===== src/rtl/alu_exec_stage.sv =====
`default_nettype none
// ============================================================================
// Module : alu_exec_stage
// Brief  : Registered RV32 ALU execute stage with valid/ready handshake.
//          Define ALU_SERIAL_SHIFT_EN for a 1-bit-per-cycle serial shifter.
// Rev    : 1.0  initial release
// ============================================================================
module alu_exec_stage (
  input  logic        clk,
  input  logic        rst,
  input  logic        in_valid,
  output logic        in_ready,
  input  logic [3:0]  alu_ctrl,
  input  logic [31:0] op_a,
  input  logic [31:0] op_b,
  input  logic [4:0]  rd_in,
  input  logic        flush,
  output logic        out_valid,
  input  logic        out_ready,
  output logic [31:0] result,
  output logic [4:0]  rd_out,
  output logic        zero,
  output logic        busy
);

  localparam logic [3:0] c_op_add  = 4'b0000;
  localparam logic [3:0] c_op_sub  = 4'b1000;
  localparam logic [3:0] c_op_sll  = 4'b0001;
  localparam logic [3:0] c_op_slt  = 4'b0010;
  localparam logic [3:0] c_op_sltu = 4'b0011;
  localparam logic [3:0] c_op_xor  = 4'b0100;
  localparam logic [3:0] c_op_srl  = 4'b0101;
  localparam logic [3:0] c_op_sra  = 4'b1101;
  localparam logic [3:0] c_op_or   = 4'b0110;
  localparam logic [3:0] c_op_and  = 4'b0111;

  logic [31:0] r_result;
  logic [4:0]  r_rd;
  logic        r_zero;
  logic        r_out_valid;

  logic [31:0] w_alu;
  logic        w_slot_free;
  logic        w_accept;
  logic        w_load;
  logic [31:0] w_load_val;
  logic [4:0]  w_load_rd;

  always_comb begin
    w_alu = '0;
    case (alu_ctrl)
      c_op_add:  w_alu = op_a + op_b;
      c_op_sub:  w_alu = op_a - op_b;
      c_op_sll:  w_alu = op_a << op_b[4:0];
      c_op_slt:  w_alu = {31'd0, ($signed(op_a) < $signed(op_b))};
      c_op_sltu: w_alu = {31'd0, (op_a < op_b)};
      c_op_xor:  w_alu = op_a ^ op_b;
      c_op_srl:  w_alu = op_a >> op_b[4:0];
      c_op_sra:  w_alu = $unsigned($signed(op_a) >>> op_b[4:0]);
      c_op_or:   w_alu = op_a | op_b;
      c_op_and:  w_alu = op_a & op_b;
      default:   w_alu = '0;
    endcase
  end

  assign w_slot_free = !r_out_valid || out_ready;
  assign w_accept    = in_valid && in_ready;

`ifdef ALU_SERIAL_SHIFT_EN
  localparam logic [0:0] c_st_idle  = 1'b0;
  localparam logic [0:0] c_st_shift = 1'b1;

  logic [0:0]  r_state;
  logic [4:0]  r_cnt;
  logic [31:0] r_acc;
  logic [1:0]  r_sh_op;
  logic [4:0]  r_sh_rd;
  logic        w_is_shift;
  logic        w_start;
  logic        w_shift_done;
  logic [31:0] w_acc_next;
  logic [31:0] w_shift_val;

  assign w_is_shift = (alu_ctrl == c_op_sll) || (alu_ctrl == c_op_srl) ||
                      (alu_ctrl == c_op_sra);
  assign w_start    = w_accept && w_is_shift && (op_b[4:0] != 5'd0);

  // r_sh_op: 00 = SLL, 01 = SRL, 11 = SRA (alu_ctrl bits 3 and 2)
  always_comb begin
    w_acc_next = r_acc;
    case (r_sh_op)
      2'b00:   w_acc_next = {r_acc[30:0], 1'b0};
      2'b01:   w_acc_next = {1'b0, r_acc[31:1]};
      default: w_acc_next = {r_acc[31], r_acc[31:1]};
    endcase
  end

  // The final step either loads directly (count 1) or waits parked at count 0.
  assign w_shift_done = (r_state == c_st_shift) && (r_cnt <= 5'd1) && w_slot_free;
  assign w_shift_val  = (r_cnt == 5'd0) ? r_acc : w_acc_next;

  always_ff @(posedge clk) begin
    if (rst) begin
      r_state <= c_st_idle;
      r_cnt   <= '0;
      r_acc   <= '0;
      r_sh_op <= '0;
      r_sh_rd <= '0;
    end else if (flush) begin
      r_state <= c_st_idle;
      r_cnt   <= '0;
    end else if (w_start) begin
      r_state <= c_st_shift;
      r_cnt   <= op_b[4:0];
      r_acc   <= op_a;
      r_sh_op <= {alu_ctrl[3], alu_ctrl[2]};
      r_sh_rd <= rd_in;
    end else if (r_state == c_st_shift) begin
      if (r_cnt != 5'd0) begin
        r_acc <= w_acc_next;
        r_cnt <= r_cnt - 5'd1;
      end
      if (w_shift_done) begin
        r_state <= c_st_idle;
      end
    end
  end

  assign in_ready   = (r_state == c_st_idle) && w_slot_free && !flush;
  assign busy       = (r_state == c_st_shift);
  assign w_load     = (w_accept && !w_start) || w_shift_done;
  assign w_load_val = w_shift_done ? w_shift_val : w_alu;
  assign w_load_rd  = w_shift_done ? r_sh_rd : rd_in;
`else
  assign in_ready   = w_slot_free && !flush;
  assign busy       = 1'b0;
  assign w_load     = w_accept;
  assign w_load_val = w_alu;
  assign w_load_rd  = rd_in;
`endif

  // Flush wins over any load or transfer in the same cycle.
  always_ff @(posedge clk) begin
    if (rst) begin
      r_out_valid <= 1'b0;
      r_result    <= '0;
      r_rd        <= '0;
      r_zero      <= 1'b1;
    end else if (flush) begin
      r_out_valid <= 1'b0;
    end else if (w_load) begin
      r_out_valid <= 1'b1;
      r_result    <= w_load_val;
      r_rd        <= w_load_rd;
      r_zero      <= (w_load_val == 32'd0);
    end else if (out_ready) begin
      r_out_valid <= 1'b0;
    end
  end

  assign out_valid = r_out_valid;
  assign result    = r_result;
  assign rd_out    = r_rd;
  assign zero      = r_zero;

endmodule
`default_nettype wire


===== config.mk =====
export PLATFORM = sky130hd
export DESIGN_NAME = alu_exec_stage
export DESIGN_NICKNAME = d
export VERILOG_FILES = /design/src/rtl/alu_exec_stage.sv
export SDC_FILE = /design/constraint.sdc
export NUM_CORES = 1
export LEC_CHECK = 0
export CAP_MARGIN = 10
export CORE_UTILIZATION = 29
export CTS_CLUSTER_DIAMETER = 60
export DETAILED_ROUTE_END_ITERATION = 10
export GPL_TIMING_DRIVEN = 0
export SLEW_MARGIN = 20
export SYNTH_ARGS = -nofsm -noshare
export SYNTH_HDL_FRONTEND = slang
export SYNTH_SLANG_ARGS = --single-unit

===== constraint.sdc =====
create_clock -name clk -period 5 [get_ports clk]
set_input_delay 0.75 -clock clk [delete_from_list [all_inputs] [get_ports clk]]
set_output_delay 0.75 -clock clk [all_outputs]
set_load 0.05 [all_outputs]

==> impl_metrics.ini <==
[status]
status = complete, no violations

[power]
p_per_area_nw_per_um2 = 172.8
leakagePower_nw = 5.291
power_mw = 2.330
irDropWorstVdd_uv = 120.5

[sta]
hold_ws_ns = 0.4516
final.min_clock_period_ns = 4.978
drv_slew = 0
rsz0062_at_grt = no
fin_crit_sh_pct = 99.55
slew_headroom_pct = 22.75
hold_viol = 0
tightest_slew_ns = 1.159
fin_worst_skew_ns = 0.003569
fmax_ghz = 0.2009
setup_tns_ns = 0
fin_ws_ns = 0.02232
setup_viol = 0

[floorplan]
rows = 70
die-area_um2 = 38300
fp.dieH_um = 195.7
io_pins = 119
start_util_pct = 29.58
die_x_um = 195.7
core_area_um2 = 36790

[global_routing]
busiest_layer = met2
grt_max_degree = 13
met2_usage_pct = 53.36
overflow = 0
track_usage_pct = 33.89
use_met1_pct = 45.35
use_met3_pct = 6.962
grt_antenna_before_repair = 2
grt_pass1_wl_mm = 94.93
grt_pass1_vias = 13210

[cts]
cts.sinks = 39
h-tree-depth = 2
cts_tree = built
clkSlewWorstSetupHoldPaths_ns = 0.06
cts_buffers = 5
clock_latency_ns = 0.28
cts_root_buffer = clkbuf_16
clockBufferDepth = 2

[critical_path]
cp-end-kind = flip-flop
cp_data_arrival_time_ns = 5.18
worstPathRequired_ns = 5.20
critPathLaunchType = input pin
crit_path_cell_trace = clkdlybuf4s50_1, clkbuf_2, buf_2, buf_2, a211oi_1, a21oi_1, o32ai_1, a21oi_1, o211ai_1, a211oi_2, o2111ai_1, nor4_2, and4b_1, nand4_1, o31ai_2
crit_family = compound AO/OA/AOI/OAI gates
cp_num_buf_inv = 4
slowest_delay_ns = 0.66
path_max_fanout = 10
crit_type = in -> reg
cp_slowest_cell = clkdlybuf4s50_1

[yosys]
synth_ff_type = dfxtp_1
async_flop_share_pct = 0
synth.avg_cell_area_um2 = 7.020
syn-instance-count = 1550
synth_area_um2 = 10880
ys_seq_area_share_pct = 7.175
synth_most_common_cell = nor2_1
synth_cell_types = 98
ys_warn_count = 0
synth_fp_nets = 1728
synth_edf_count = 0
yosys-top-cells-count = nor2_1, a21oi_1, nand2_1
synth_top_cell_by_area = ha_1
synth_area_leaders = ha_1, mux4_2, dfxtp_1, a21oi_1, nor2_1
synth.top_cell.area_share_pct = 11.27
synth-seq-cells = 39

[finish]
stdcell_count = 2163
drive_gt1_share_pct = 13.11
synthToLayoutAreaGrowth_pct = 23.88
nNetsFinal = 1870
fill_cells = 4030

[routing]
remaining_drc_errors = 0
drt_wl_total_mm = 66.33
drtPass1Iterations = 6
viasPerCell = 6.448
drtIter0Drc = 1635
ant_nets = 0
routedWlPerCell_um = 30.67
vias = 13950

[placed_design]
post-dp-hpwl_mm = 53.68
pre_cts_slack_ns = -2.488
place.gp.congestion = 1.039
io_buffers = 115
post-place-cells = 2133

[job]
drv_cap = 0

[min_path]
hold_path_class = reg -> reg
-- logic make-up (layout without fill, tap and decap cells) --
family	after synthesis	in the layout	synth area share (%)
simple gates	543	543	23.16
compound gates	520	520	32.01
buf+inv	225	368	8.923
mux	105	105	15.69
fa+ha+maj	100	100	11.64
flops	39	39	7.175
xor+xnor	17	17	1.368
other cells	1	3	0.03446
-- state kept, by name, indices dropped and copies added (netlist names) --
signal / cells
rd_out: 5
zero: 1
result: 32
out_valid: 1
-- per-layer routing --
metal,routed length (um),vias up
met5,15,-
met4,3083,2
met3,6980,185
met2,28890,947
met1,27370,6781
li1,-,6032
-- layout make-up --
type                       count  area (um2)  share of cell area [%]
antenna                        2       5.005                 0.03713
tap                          468       585.6                   4.344
timing repair buffer         135        1315                   9.755
multi-input combinational   1286        9517                   70.60
clock inverter                 2       35.03                  0.2599
sequential                    39       780.7                   5.792
clock buffer                   6       138.9                   1.030
inverter                     100       382.9                   2.840
buffer                       125       720.7                   5.346
-- power breakdown --
part	total [mW]	switching (mW)	internal, mW
logic	1.62	1.07	0.548
registers	0.343	0.0108	0.332
clock network	0.369	0.122	0.248
-- worst paths after layout --
path,startpoint,to,slack [ns],depth (start not counted)
setup / recovery,alu_ctrl[1],zero$_SDFFE_PP1P_,0.02,15
hold / removal,rd_out[2]$_SDFFE_PP0P_,rd_out[2]$_SDFFE_PP0P_,0.45,2
setup reg to reg,out_valid$_SDFFE_PP0P_,zero$_SDFFE_PP1P_,1.79,12
hold reg to reg,rd_out[2]$_SDFFE_PP0P_,rd_out[2]$_SDFFE_PP0P_,0.45,2
-- per-stage QoR --
step | area (um2) | util [%]
after floorplan | 10880 | -
after global placement | 12620 | 34.30
after detailed placement | 12620 | 34.32
after CTS | 13260 | 36.06
after global routing | 13480 | 36.63
final | 13480 | 36.65
-- layout by cell type (no fill, tap or decap), types with 42 or more instances in the layout --
cell type and instances:
mux4_2 46, a21oi_1 143, ha_1 97, a211oi_1 49
clkbuf_1 66, nor2_1 197, inv_1 95, clkdlybuf4s50_1 97
o21ai_0 84, nor3_1 42, mux2i_1 42, nand2_1 143
-- worst min-delay path, cell delays in order (launching register included) --
cell and delay, ns:
dfxtp_1 0.31, nand2_1 0.05, a21oi_1 0.05
-- what timing repair did --
| action | in CTS | in global routing |
|---|---|---|
| hold buffers | 0 | 0 |
| cloned | 0 | 0 |
| buffers inserted | 15 | 5 |
| endpoints found under the setup margin | 31 | 2 |
| gates resized for setup | 100 | 57 |
| pin swaps | 19 | 11 |
No activity file was read; power rests on OpenSTA's default activity.
